### config.mk
export PLATFORM = sky130hd
export DESIGN_NAME = mem_init_loader_flat
export DESIGN_NICKNAME = d
export VERILOG_FILES = /design/src/rtl/mem_init_loader_if.sv /design/src/rtl/mem_init_loader.sv /design/src/flat_wrapper.sv
export SDC_FILE = /design/constraint.sdc
export NUM_CORES = 1
export LEC_CHECK = 0
export CAP_MARGIN = 15
export CELL_PAD_IN_SITES_DETAIL_PLACEMENT = 0
export CELL_PAD_IN_SITES_GLOBAL_PLACEMENT = 1
export CORE_MARGIN = 1.5
export CORE_UTILIZATION = 29
export DETAILED_ROUTE_END_ITERATION = 12
export GPL_TIMING_DRIVEN = 0
export PLACE_DENSITY = 0.7
export SLEW_MARGIN = 10
export SYNTH_ARGS = -nofsm -noshare
export SYNTH_HDL_FRONTEND = slang
export SYNTH_SLANG_ARGS = --single-unit
### constraint.sdc
create_clock -name Clk -period 3.5 [get_ports Clk]
set_input_delay 0.525 -clock Clk [delete_from_list [all_inputs] [get_ports Clk]]
set_output_delay 0.525 -clock Clk [all_outputs]
set_load 0.01 [all_outputs]
### src/rtl/mem_init_loader_if.sv
// Stream-in and memory-side bus of mem_init_loader.
// master: the loader (consumes the word stream, drives the memory init path).
// slave : the environment (word source and data memory).
interface mem_init_loader_if;
  logic        in_valid;
  logic [31:0] in_data;
  logic        in_ready;
  logic [31:0] mem_address;
  logic [31:0] mem_datain1;
  logic [31:0] mem_datain2;
  logic [3:0]  mem_wr;
  logic        mem_enable_debug;
  logic [31:0] mem_dataout;

  modport master (
    input  in_valid, in_data, mem_dataout,
    output in_ready, mem_address, mem_datain1, mem_datain2, mem_wr, mem_enable_debug
  );

  modport slave (
    output in_valid, in_data, mem_dataout,
    input  in_ready, mem_address, mem_datain1, mem_datain2, mem_wr, mem_enable_debug
  );
endinterface

### src/rtl/mem_init_loader.sv
// Debug-path memory loader: packs a 32-bit word stream into two-word beats and
// writes them through the memory's dual-slot init path.
// Optional feature macro: MEM_LOADER_VERIFY_EN adds a read-back checksum pass
// that raises error when the memory contents disagree with the loaded words.
module mem_init_loader #(
  parameter int unsigned ADDR_W   = 12,
  parameter int unsigned CNT_W    = 11,
  parameter logic [31:0] PAD_WORD = 32'h0000_0000
) (
  input  logic               Clk,
  input  logic               Reset_n,
  input  logic               start,
  input  logic [ADDR_W-1:0]  base_addr,
  input  logic [CNT_W-1:0]   word_count,
  mem_init_loader_if.master  bus,
  output logic               busy,
  output logic               done,
  output logic               error
);

`ifdef MEM_LOADER_VERIFY_EN
  typedef enum logic [2:0] {IDLE, FIRST, SECOND, WRITE, VREQ, VCHK, FIN} state_e;
`else
  typedef enum logic [2:0] {IDLE, FIRST, SECOND, WRITE, FIN} state_e;
`endif

  state_e              state_q, state_d;
  logic [ADDR_W-1:0]   beat_addr_q, beat_addr_d;
  logic [CNT_W-1:0]    rem_q, rem_d;
  logic [31:0]         sum_q, sum_d;
  logic                in_ready_q, in_ready_d;
  logic [31:0]         addr_q, addr_d;
  logic [31:0]         d1_q, d1_d;
  logic [31:0]         d2_q, d2_d;
  logic [3:0]          wr_q, wr_d;
  logic                dbg_q, dbg_d;
  logic                busy_q, busy_d;
  logic                done_q, done_d;
  logic                error_q, error_d;
  logic                hs_c;

`ifdef MEM_LOADER_VERIFY_EN
  logic [ADDR_W-1:0]   vaddr_q, vaddr_d;
  logic [CNT_W-1:0]    vrem_q, vrem_d;
  logic [31:0]         rsum_q, rsum_d;
`else
  logic                unused_c;
  assign unused_c = ^{bus.mem_dataout, sum_q};
`endif

  assign hs_c = bus.in_valid && in_ready_q;

  // Next-state and registered-output computation.
  always_comb begin
    state_d     = state_q;
    beat_addr_d = beat_addr_q;
    rem_d       = rem_q;
    sum_d       = sum_q;
    addr_d      = addr_q;
    d1_d        = d1_q;
    d2_d        = d2_q;
    error_d     = error_q;
`ifdef MEM_LOADER_VERIFY_EN
    vaddr_d     = vaddr_q;
    vrem_d      = vrem_q;
    rsum_d      = rsum_q;
`endif

    case (state_q)
      IDLE: begin
        if (start) begin
          error_d = 1'b0;
          if (base_addr[2:0] != 3'b000) begin
            error_d = 1'b1;
            state_d = FIN;
          end else if (word_count == '0) begin
            state_d = FIN;
          end else begin
            beat_addr_d = base_addr;
            rem_d       = word_count;
            sum_d       = '0;
`ifdef MEM_LOADER_VERIFY_EN
            vaddr_d     = base_addr;
            vrem_d      = word_count;
            rsum_d      = '0;
`endif
            state_d     = FIRST;
          end
        end
      end
      FIRST: begin
        if (hs_c) begin
          d1_d  = bus.in_data;
          sum_d = sum_q + bus.in_data;
          rem_d = rem_q - CNT_W'(1);
          if (rem_q == CNT_W'(1)) begin
            d2_d    = PAD_WORD;
            state_d = WRITE;
          end else begin
            state_d = SECOND;
          end
        end
      end
      SECOND: begin
        if (hs_c) begin
          d2_d    = bus.in_data;
          sum_d   = sum_q + bus.in_data;
          rem_d   = rem_q - CNT_W'(1);
          state_d = WRITE;
        end
      end
      WRITE: begin
        beat_addr_d = beat_addr_q + ADDR_W'(8);
        if (rem_q != '0) begin
          state_d = FIRST;
        end else begin
`ifdef MEM_LOADER_VERIFY_EN
          state_d = VREQ;
`else
          state_d = FIN;
`endif
        end
      end
`ifdef MEM_LOADER_VERIFY_EN
      VREQ: begin
        state_d = VCHK;
      end
      VCHK: begin
        rsum_d = rsum_q + bus.mem_dataout;
        vrem_d = vrem_q - CNT_W'(1);
        if (vrem_q == CNT_W'(1)) begin
          if (rsum_d != sum_q) error_d = 1'b1;
          state_d = FIN;
        end else begin
          state_d = VREQ;
        end
      end
`endif
      FIN: begin
        state_d = IDLE;
      end
      default: begin
        state_d = IDLE;
      end
    endcase

    // Outputs are registered, so they are decoded from the state being entered.
    in_ready_d = (state_d == FIRST) || (state_d == SECOND);
    busy_d     = (state_d != IDLE) && (state_d != FIN);
    done_d     = (state_d == FIN);
    wr_d       = 4'b0000;
    dbg_d      = 1'b0;
    if (state_d == WRITE) begin
      wr_d   = 4'b1111;
      dbg_d  = 1'b1;
      addr_d = 32'(beat_addr_q);
    end
`ifdef MEM_LOADER_VERIFY_EN
    if (state_d == VREQ) begin
      addr_d  = 32'(vaddr_q);
      vaddr_d = vaddr_q + ADDR_W'(4);
    end
`endif
  end

  // State and output registers.
  always_ff @(posedge Clk or negedge Reset_n) begin
    if (!Reset_n) begin
      state_q     <= IDLE;
      beat_addr_q <= '0;
      rem_q       <= '0;
      sum_q       <= '0;
      in_ready_q  <= 1'b0;
      addr_q      <= '0;
      d1_q        <= '0;
      d2_q        <= '0;
      wr_q        <= '0;
      dbg_q       <= 1'b0;
      busy_q      <= 1'b0;
      done_q      <= 1'b0;
      error_q     <= 1'b0;
`ifdef MEM_LOADER_VERIFY_EN
      vaddr_q     <= '0;
      vrem_q      <= '0;
      rsum_q      <= '0;
`endif
    end else begin
      state_q     <= state_d;
      beat_addr_q <= beat_addr_d;
      rem_q       <= rem_d;
      sum_q       <= sum_d;
      in_ready_q  <= in_ready_d;
      addr_q      <= addr_d;
      d1_q        <= d1_d;
      d2_q        <= d2_d;
      wr_q        <= wr_d;
      dbg_q       <= dbg_d;
      busy_q      <= busy_d;
      done_q      <= done_d;
      error_q     <= error_d;
`ifdef MEM_LOADER_VERIFY_EN
      vaddr_q     <= vaddr_d;
      vrem_q      <= vrem_d;
      rsum_q      <= rsum_d;
`endif
    end
  end

  assign bus.in_ready         = in_ready_q;
  assign bus.mem_address      = addr_q;
  assign bus.mem_datain1      = d1_q;
  assign bus.mem_datain2      = d2_q;
  assign bus.mem_wr           = wr_q;
  assign bus.mem_enable_debug = dbg_q;
  assign busy                 = busy_q;
  assign done                 = done_q;
  assign error                = error_q;

endmodule

### src/flat_wrapper.sv
// flat-port wrapper written by rule: the top's interface ports become plain ports
module mem_init_loader_flat 
#(
  parameter int unsigned ADDR_W   = 12,
  parameter int unsigned CNT_W    = 11,
  parameter logic [31:0] PAD_WORD = 32'h0000_0000
)
  (Clk, Reset_n, start, base_addr, word_count, busy, done, error, bus_in_valid, bus_in_data, bus_mem_dataout, bus_in_ready, bus_mem_address, bus_mem_datain1, bus_mem_datain2, bus_mem_wr, bus_mem_enable_debug);
  mem_init_loader_if bus_i ();
  input  logic Clk;
  input  logic Reset_n;
  input  logic start;
  input  logic [ADDR_W-1:0] base_addr;
  input  logic [CNT_W-1:0] word_count;
  output logic busy;
  output logic done;
  output logic error;
  input wire logic [$bits(bus_i.in_valid)-1:0] bus_in_valid;
  input wire logic [$bits(bus_i.in_data)-1:0] bus_in_data;
  input wire logic [$bits(bus_i.mem_dataout)-1:0] bus_mem_dataout;
  output wire logic [$bits(bus_i.in_ready)-1:0] bus_in_ready;
  output wire logic [$bits(bus_i.mem_address)-1:0] bus_mem_address;
  output wire logic [$bits(bus_i.mem_datain1)-1:0] bus_mem_datain1;
  output wire logic [$bits(bus_i.mem_datain2)-1:0] bus_mem_datain2;
  output wire logic [$bits(bus_i.mem_wr)-1:0] bus_mem_wr;
  output wire logic [$bits(bus_i.mem_enable_debug)-1:0] bus_mem_enable_debug;
  assign bus_i.in_valid = bus_in_valid;
  assign bus_i.in_data = bus_in_data;
  assign bus_i.mem_dataout = bus_mem_dataout;
  assign bus_in_ready = bus_i.in_ready;
  assign bus_mem_address = bus_i.mem_address;
  assign bus_mem_datain1 = bus_i.mem_datain1;
  assign bus_mem_datain2 = bus_i.mem_datain2;
  assign bus_mem_wr = bus_i.mem_wr;
  assign bus_mem_enable_debug = bus_i.mem_enable_debug;
  mem_init_loader #(.ADDR_W(ADDR_W), .CNT_W(CNT_W), .PAD_WORD(PAD_WORD)) u_core (.Clk(Clk), .Reset_n(Reset_n), .start(start), .base_addr(base_addr), .word_count(word_count), .bus(bus_i), .busy(busy), .done(done), .error(error));
endmodule
; ---- After elaboration in Yosys (flattened, before gate mapping)
; Index checks and enable logic that the tools add are counted.
[classes]
muxes = 24
addsub = 2
reduce_logical = 17
n_eq_ne = 16
[op_table]
columns = operator, n
row1 = $mux 32, 3
row2 = $pmux 32 s2, 1
row3 = $mux 11, 4
row4 = $mux 12, 3
row5 = $pmux 12 s2, 1
row6 = $pmux 11 s2, 1
row7 = $mux 3, 6
row8 = $add 12x4->12 const B, 1
row9 = $eq 3x2->1 const B, 4
row10 = $pmux 3 s4, 1
row11 = $eq 11x1->1 const B, 1
row12 = $logic_not 11->1, 1
row13 = $reduce_bool 11->1, 1
row14 = $sub 11x1->11 const B, 1
row15 = $ne 2x1->1 const B, 4
row16 = $reduce_and 4->1, 2
row17 = $eq 3x1->1 const B, 2
row18 = $ne 2x2->1 const B, 3
row19 = $reduce_bool 2->1, 3
row20 = $reduce_bool 3->1, 2
row21 = $reduce_and 5->1, 1
row22 = $mux 4, 1
row23 = $reduce_and 2->1, 2
row24 = $eq 3x3->1 const B, 1
row25 = 6 further kinds, 9
[totals]
wordCells = 71
ff_bits = 111
inputBits = 91

; ---- Logic depth before layout (Yosys ltp)
; Gate-level depths: netlist of the first run.
[depth]
ltp_word = 7
ltp_mapped = 8
ltp_nobuf = 7

; ---- Worst setup path before layout of the first run
; Ideal clock, no wire load.
[synth_timing]
path_kind = input-to-reg
startpoint = in word_count[2]
endpoint = reg u_core.addr_q[10], in the netlist u_core.bus.mem_address[10]
path_buffers = 1
arrival_time_ps = 1882
slack_ps = 1493
stages = 6
required_ps = 3375
cell_sequence = nor4_1 > and3_1 > o22ai_2 > o21ai_4 > buf_6 > mux2_4
[synth_between]
elab_chain_len = 6
[synth_rtl]
columns = item, line_no
row1 = from (decl), flat_wrapper.sv:14  ; input logic [CNT_W-1:0] word_count;
row2 = $logic_not 11->1, mem_init_loader.sv:76  ; end else if (word_count == '0) begin
row3 = $mux 3, mem_init_loader.sv:76
row4 = $mux 3, mem_init_loader.sv:73  ; if (base_addr[2:0] != 3'b000) begin
row5 = $mux 3, mem_init_loader.sv:71  ; if (start) begin
row6 = $pmux 3 s4, mem_init_loader.sv:69  ; case (state_q)
row7 = $eq 3x2->1, mem_init_loader.sv:153  ; if (state_d == WRITE) begin
row8 = to (signal assigned), mem_init_loader.sv:193  ; addr_q <= addr_d;
row9 = to (decl), mem_init_loader.sv:32  ; logic [31:0] addr_q, addr_d;
; Every way passes these cells.
; A chain may end at the register's enable or synchronous reset.

; ---- Worst setup path after layout of the first run
[layout_timing]
startpoint = in word_count[1]
endpoint = reg u_core.rem_q[2]
[layout_between]
elab_chain_len = 3
[layout_rtl]
columns = item, line_no
row1 = $logic_not 11->1, mem_init_loader.sv:76
row2 = $ne 2x2->1 (no source line), -
row3 = $reduce_and 5->1 (no source line), -
row4 = to (signal assigned), mem_init_loader.sv:190  ; rem_q <= rem_d;
row5 = to (decl), mem_init_loader.sv:29  ; logic [CNT_W-1:0] rem_q, rem_d;
; Every way passes these cells.

==> out/metrics.yaml, run 1 <==
power:
  p_leak_nw: 3.02
  swShare_pct: 31.7
  p_int_mw: 2.63
  irDropWorstVdd_mv: 0.245
  switching_power_mw: 1.22
  power.total_mw: 3.85
  pwr-share-clk_pct: 24.9
  powerDensity_mw_per_mm2: 569
  combinationalPowerShare_pct: 30.0
  seq_power_share_pct: 45.1
setup_path:
  critical_path.max_fanout: 10
  path_class: "in -> reg"
  r2r_start: "u_core.rem_q[0]"
  critPathLaunch: "word_count[1]"
  startpoint_type: "input pin"
  r2r_setup_slack_ns: 1.13
  required_ns: 3.72
  cp.arrival_ns: 2.88
  critPathCaptureType: "flip-flop"
  r2r_end: "u_core.bus.mem_address[10]"
  crit_path_end: "u_core.rem_q[2]"
  reg2reg_depth: 8
global_route:
  grt_max_degree: 70
  grt_overflow_total: 0
  grt.total_usage_pct: 15.0
  grt_pass1_vias: 3773
  antenna_found_initial: 0
  grt_pass1_wl_um: 19700
cts:
  cts_htree_levels: 3
  post_cts_buffers: 0
  cts.clk_slew.worst_paths_ns: 0.07
  cts_resized: 0
  clock_path_buffers: 2
  numClockSinks: 107
  clk-insertion-delay-late_ns: 0.35
  cts-root-buf: "clkbuf_16"
  holdBufCountCts: 0
  cts_tree: "done"
  cts_made_buffers: 9
timing:
  drv_slew: 0
  fin_crit_sh_pct: 76.0
  max_freq_mhz: 376
  skew_ns: 0.00939
  period_needed_ns: 2.66
  finalSetupTns_ns: 0
  slew_headroom_pct: 48.8
  setup_violations: 0
  rsz0062_at_grt: "no"
  tightest_slew_ns: 0.763
  hold_viol_final: 0
status:
  status: "complete, no violations"
routing:
  via_per_inst: 4.77
  wl_per_cell_um: 15.9
  via_count: 3733
  drc_errors: 0
  drtIter0Drc: 179
  drt_wl_total_um: 12500
  detail-route-antenna-nets: 0
  firstDrtPassIters: 4
logic_synthesis:
  yosys_warnings: 0
  synth_seq_area_share_pct: 56.9
  syn_avg_cell_area_um2: 12.1
  synthDistinctLibCells: 49
  synthArstFlopShare_pct: 100
  synthesis.area_mm2: 0.00470
  synth-edff-count: 0
  ys_seq_elements: 107
  synth-main-ff-cell: "dfrtp_1"
  synthCells: 388
finish:
  syn2layout_area_growth_pct: 44.1
  n_antenna_cell: 0
  nets: 656
  fillerInstances: 1544
  drive_gt1_share_pct: 18.3
  design_area_mm2: 0.00677
  fin_cells: 783
floorplan:
  ios: 196
  start_util_pct: 29.6
  die_w_um: 130
  rows: 46
  fp.coreArea_mm2: 0.0159
  die_h_um: 130
  dieArea_mm2: 0.0170
placement:
  dp_cells: 767
  dp_hpwl_um: 9080
  numPortBuffers: 143
  gp_congestion: 0.813
  placedInstanceArea_mm2: 0.00650
run:
  drv_cap: 0
hold_path:
  hold_class: "in -> async"
power by group through the flow:
| stage | Sequential [mW] | Clock (mW) | Combinational [mW] |
|---|---|---|---|
| floorplan | 1.78 | 0 | 0.532 |
| global placement | 1.75 | 0 | 1.13 |
| detailed placement | 1.76 | 0 | 1.16 |
| CTS | 1.74 | 0.993 | 1.16 |
| global route | 1.78 | 1.04 | 1.26 |
| finish | 1.74 | 0.961 | 1.16 |
Yosys cell counts, drive strengths merged, types with 2 or more instances:
| cell | n | area share [%] |
|---|---|---|
| dfrtp | 107 | 57 |
| mux2 | 45 | 11 |
| buf | 33 | 4.9 |
| a22o | 32 | 6.0 |
| a21oi | 22 | 2.4 |
| nor2 | 22 | 1.8 |
| nand2 | 17 | 1.4 |
| o21ai | 16 | 1.9 |
| nand3 | 11 | 1.2 |
| nor3 | 10 | 1.3 |
| clkbuf | 7 | 0.56 |
| inv | 6 | 0.48 |
| nor4 | 5 | 0.67 |
| and2 | 4 | 0.53 |
| and3 | 4 | 0.53 |
| o2bb2ai | 4 | 0.75 |
| o32ai | 4 | 0.75 |
| or3 | 4 | 0.53 |
| a211oi | 3 | 0.48 |
| ha | 3 | 0.80 |
| nand2b | 3 | 0.40 |
| nor3b | 3 | 0.59 |
| nand4 | 2 | 0.27 |
| nand4b | 2 | 0.37 |
| o22ai | 2 | 0.40 |
| o31ai | 2 | 0.32 |
| or2 | 2 | 0.27 |
area by class of cell:
cell class | instances | area (µm²) | share of cell area [%]
tap | 216 | 270 | 3.99
multi-input combinational | 254 | 1820 | 26.8
clock inverter | 6 | 41.3 | 0.610
sequential | 107 | 2680 | 39.5
inverter | 6 | 22.5 | 0.332
buffer | 40 | 258 | 3.80
timing repair buffer | 144 | 1460 | 21.6
clock buffer | 10 | 229 | 3.38
stage by stage:
stage | util (%) | setup WS [ns] | hold slack, ns
2_1_floorplan | - | 1.49 | 0.229
4_1_cts | 42.6 | 0.904 | 0.0842
6_report | 42.6 | 0.840 | 0.0749
5_1_grt | 42.6 | 0.672 | 0.103
3_5_place_dp | 40.9 | 0.534 | 0.467
3_3_place_gp | 40.8 | -2.30 | 0.465
per-layer routing:
layer	GRT usage [%]	share of wire [%]	vias up
met5	0	0	-
met4	6.01	1.9	0
met3	3.44	5.7	16
met2	23.7	47	123
met1	19.8	45	1854
li1	-	-	1740
state kept, by name, indices dropped and copies added (netlist names):
name,count
u_core.bus.mem_datain1,32
u_core.bus.mem_datain2,32
u_core.beat_addr_q,12
u_core.bus.mem_address,12
u_core.rem_q,11
u_core.state_q,3
u_core.bus.in_ready,1
u_core.bus.mem_wr,1
u_core.busy,1
u_core.done,1
u_core.error,1
cell families after synthesis:
group,Yosys count,share of synthesized area (%)
compound gates,94,14.7
fa+ha+maj,3,0.798
buf+inv,46,5.96
flops,107,56.9
mux,46,11.5
other cells,1,0.0798
simple gates,91,10.1
worst min-delay path by stage:
stage                     slack (ns)                         to  cells after the start                   from
after detailed placement        0.47     u_core.beat_addr_q[11]                      1                Reset_n
final                           0.07     u_core.beat_addr_q[11]                      1                Reset_n
after global placement          0.47      u_core.beat_addr_q[2]                      1  u_core.beat_addr_q[2]
after global routing            0.10  u_core.bus.mem_address[3]                      1                Reset_n
after CTS                       0.08     u_core.beat_addr_q[11]                      1                Reset_n
after floorplan                 0.23      u_core.beat_addr_q[0]                      0                Reset_n
critical path, stage by stage:
cell	delay (ns)
clkdlybuf4s50_1	0.43
nor4_1	0.53
nand3_1	0.33
o211ai_1	0.61
buf_2	0.34
o21ai_0	0.12
cells in the final DEF, fill, tap and decap left out, types with 3 or more instances in the layout:
cell,Yosys,final
a211oi_1,3,3
a21oi_1,21,21
a22o_1,32,32
and2_1,4,4
and3_1,4,4
buf_2,8,8
buf_4,24,24
clkbuf_1,7,8
clkbuf_16,0,9
clkdlybuf4s50_1,0,142
clkinv_2,0,3
conb_1,1,20
dfrtp_1,107,107
ha_1,3,3
inv_1,6,6
mux2_2,39,39
mux2_4,6,6
nand2_1,17,17
nand2b_1,3,3
nand3_1,11,11
nor2_1,22,22
nor3_1,8,8
nor4_1,5,5
o21ai_0,14,14
o2bb2ai_1,4,4
o32ai_1,4,4
or3_1,4,4
Note: power is estimated with default switching activity, not from simulation.
==> run 2: changes to the inputs <==
Settings changed: PLACE_DENSITY 0.7 to 0.72.
Clock period 3.5 ns to 2.2 ns, I/O delays scaled along.
==> run 2 against run 1 <==
Setup slack worse by 0.72 ns. Critical path depth rose by 3. Core utilization is 1.2 points higher. Combinational power is 64% higher. Register-to-register slack worse by 1.0 ns. Clock skew fell by 0.0038 ns. Die area did not move. Flip-flop and latch count stayed put. Power is 67% higher. Final cell count up 0.51%. Sequential power grew 60%. Critical endpoint is now u_core.bus.mem_address[10]. Largest power group unchanged. Highest routed layer unchanged.
==> out/metrics.yaml, run 2 (synthesized netlist as in run 1, its figures left out) <==
cts:
  cts_htree_levels: 3  # unchanged
  cts_tree: "done"
  clk-insertion-delay-late_ns: 0.35  # about the same
  numClockSinks: 107  # unchanged
  cts_made_buffers: 9  # unchanged
  clock_path_buffers: 2  # unchanged
  cts-root-buf: "clkbuf_16"
  cts.clk_slew.worst_paths_ns: 0.07  # about the same
hold_path:
  hold_class: "in -> async"
global_route:
  grt.total_usage_pct: 14.8  # -0.20 points
  grt_use_met2_pct: 23.1  # -0.53 points
  grt_overflow_total: 0  # unchanged
  grt_pass1_wl_um: 19400  # -1.6%
  grt_pass1_vias: 3671  # -2.7%
  use_met3_pct: 3.61  # +0.16 points
  antenna_found_initial: 0  # unchanged
  grt_max_degree: 63  # -10%
  top_usage_layer: "met2"
  grt_use_met1_pct: 19.7  # -0.17 points
setup_path:
  cpPeakStageDelay_ns: 0.41  # -0.20 ns
  critical_path.max_fanout: 10  # unchanged
  path_cells: "inv_1, ha_1, nor3b_4, and3_4, o22ai_2, o21ai_4, buf_12, buf_8, mux2_4"
  startpoint_type: "flip-flop"
  required_ns: 2.43  # -1.29 ns
  path_class: "reg -> reg"
  critPathCaptureType: "flip-flop"
  cp.arrival_ns: 2.31  # -0.57 ns
  reg2reg_depth: 9  # +1
  r2r_end: "u_core.bus.mem_address[10]"
  r2r_start: "u_core.rem_q[0]"
  r2r_setup_slack_ns: 0.12  # -1.01 ns
  slowest_stage: "dfrtp_1"
timing:
  period_needed_ns: 2.08
  drv_slew: 0  # unchanged
  holdWs_ns: 0.481  # +0.406 ns
  slew_headroom_pct: 63.2  # +14 points
  hold_viol_final: 0  # unchanged
  max_freq_mhz: 481
  setup_violations: 0  # unchanged
  fin_crit_sh_pct: 94.6
  tightest_slew_ns: 0.549  # -0.214 ns
  skew_ns: 0.00560  # -0.00380 ns
  finalSetupTns_ns: 0  # unchanged
  worst_slack_ns: 0.120  # -0.721 ns
floorplan:
  dieArea_mm2: 0.0170  # unchanged
  fp.coreArea_mm2: 0.0159  # unchanged
  start_util_pct: 29.6  # unchanged
  die_w_um: 130  # unchanged
  die_h_um: 130  # unchanged
  rows: 46  # unchanged
  ios: 196  # unchanged
placement:
  placedInstanceArea_mm2: 0.00650  # unchanged
  pre_cts_ws_ns: -0.568  # -1.10 ns
  gp_congestion: 0.823  # +1.2%
  dp_hpwl_um: 9070  # -0.16%
  numPortBuffers: 143  # unchanged
  dp_cells: 767  # unchanged
finish:
  final_common_cell: "clkdlybuf4s50_1"
  syn2layout_area_growth_pct: 48.1
  fillerInstances: 1534  # -0.65%
  most-common-layout-cells: "142 x clkdlybuf4s50_1, 107 x dfrtp_1, 39 x mux2_2"
  nets: 662  # +0.91%
  final_util_pct: 43.8  # +1.2 points
  drive_gt1_share_pct: 20.7  # +2.3 points
  n_antenna_cell: 0  # unchanged
  design_area_mm2: 0.00696  # +2.8%
  fin_cells: 787  # +0.51%
power:
  p_leak_nw: 3.09  # +2.2%
  powerDensity_mw_per_mm2: 922  # +62%
  power.total_mw: 6.42  # +67%
  irDropWorstVdd_mv: 0.472  # +92%
routing:
  firstDrtPassIters: 4  # unchanged
  drc_errors: 0  # unchanged
  via_per_inst: 4.65  # -2.5%
  drt_wl_total_um: 12400  # -0.39%
  drtIter0Drc: 228  # +27%
  via_count: 3657  # -2.0%
  detail-route-antenna-nets: 0  # unchanged
  wl_per_cell_um: 15.8  # -0.89%
run:
  drv_cap: 0  # unchanged
status:
  status: "complete, no violations"
-- run 2: cell types whose count changed in the layout (fill, tap and decap cells not counted), moves of 2 or more --
cell | previous run | this run
nor3_1 | 8 | 5
bufinv_16 | 0 | 2
nor3_2 | 2 | 4
buf_4 | 24 | 28
nor4_4 | 0 | 2
clkinv_2 | 3 | 0
clkbuf_1 | 8 | 6
nor4_1 | 5 | 2
-- run 2: what timing repair did --
item | 4_1_cts | 5_1_grt
endpoints found under the hold margin | 45 | 0
endpoints found under the setup margin | 75 | 54
hold buffers | 1 | 0
gates resized for setup | 4 | 12
pin swaps | 2 | 1
buffers inserted | 4 | 1
-- run 2: layer usage --
metal	routed length [µm]	share of wire [%]
met1	5600	45
met2	5890	47
met3	705	5.7
met4	221	1.8
met5	0	0
-- run 2: critical path: cells and delay by family (launching register included) --
kind,cells,cell delay (ns)
compound gates,2,0.27
mux,1,0.30
buf+inv,3,0.37
simple gates,2,0.41
fa+ha+maj,1,0.18
flops,1,0.41
-- run 2: power by group --
group          internal (mW)  switching, mW  total [mW]
Clock                   1.02          0.714        1.73
Sequential              2.40          0.385        2.79
Combinational           1.06          0.841        1.90
Total                   4.48           1.94        6.42
-- run 2: final cells by class --
type / instances / area, µm² / share of cell area [%]
clock inverter: 4 / 76.3 / 1.10
buffer: 40 / 263 / 3.77
multi-input combinational: 254 / 1890 / 27.2
inverter: 6 / 22.5 / 0.324
clock buffer: 10 / 239 / 3.43
timing repair buffer: 150 / 1520 / 21.8
sequential: 107 / 2680 / 38.5
tap: 216 / 270 / 3.88
-- run 2: worst max path at each step --
stage                         start                         end  slack, ns  cells past startpoint
finish              u_core.rem_q[0]  u_core.bus.mem_address[10]       0.12                      9
global placement            Reset_n   u_core.bus.mem_datain1[1]      -3.29                      1
floorplan           u_core.rem_q[0]  u_core.bus.mem_address[10]       0.21                      8
CTS                   word_count[2]  u_core.bus.mem_address[10]       0.02                      8
detailed placement    word_count[1]             u_core.rem_q[5]      -0.57                      6
global route        u_core.rem_q[0]   u_core.bus.mem_address[7]     -0.002                      9
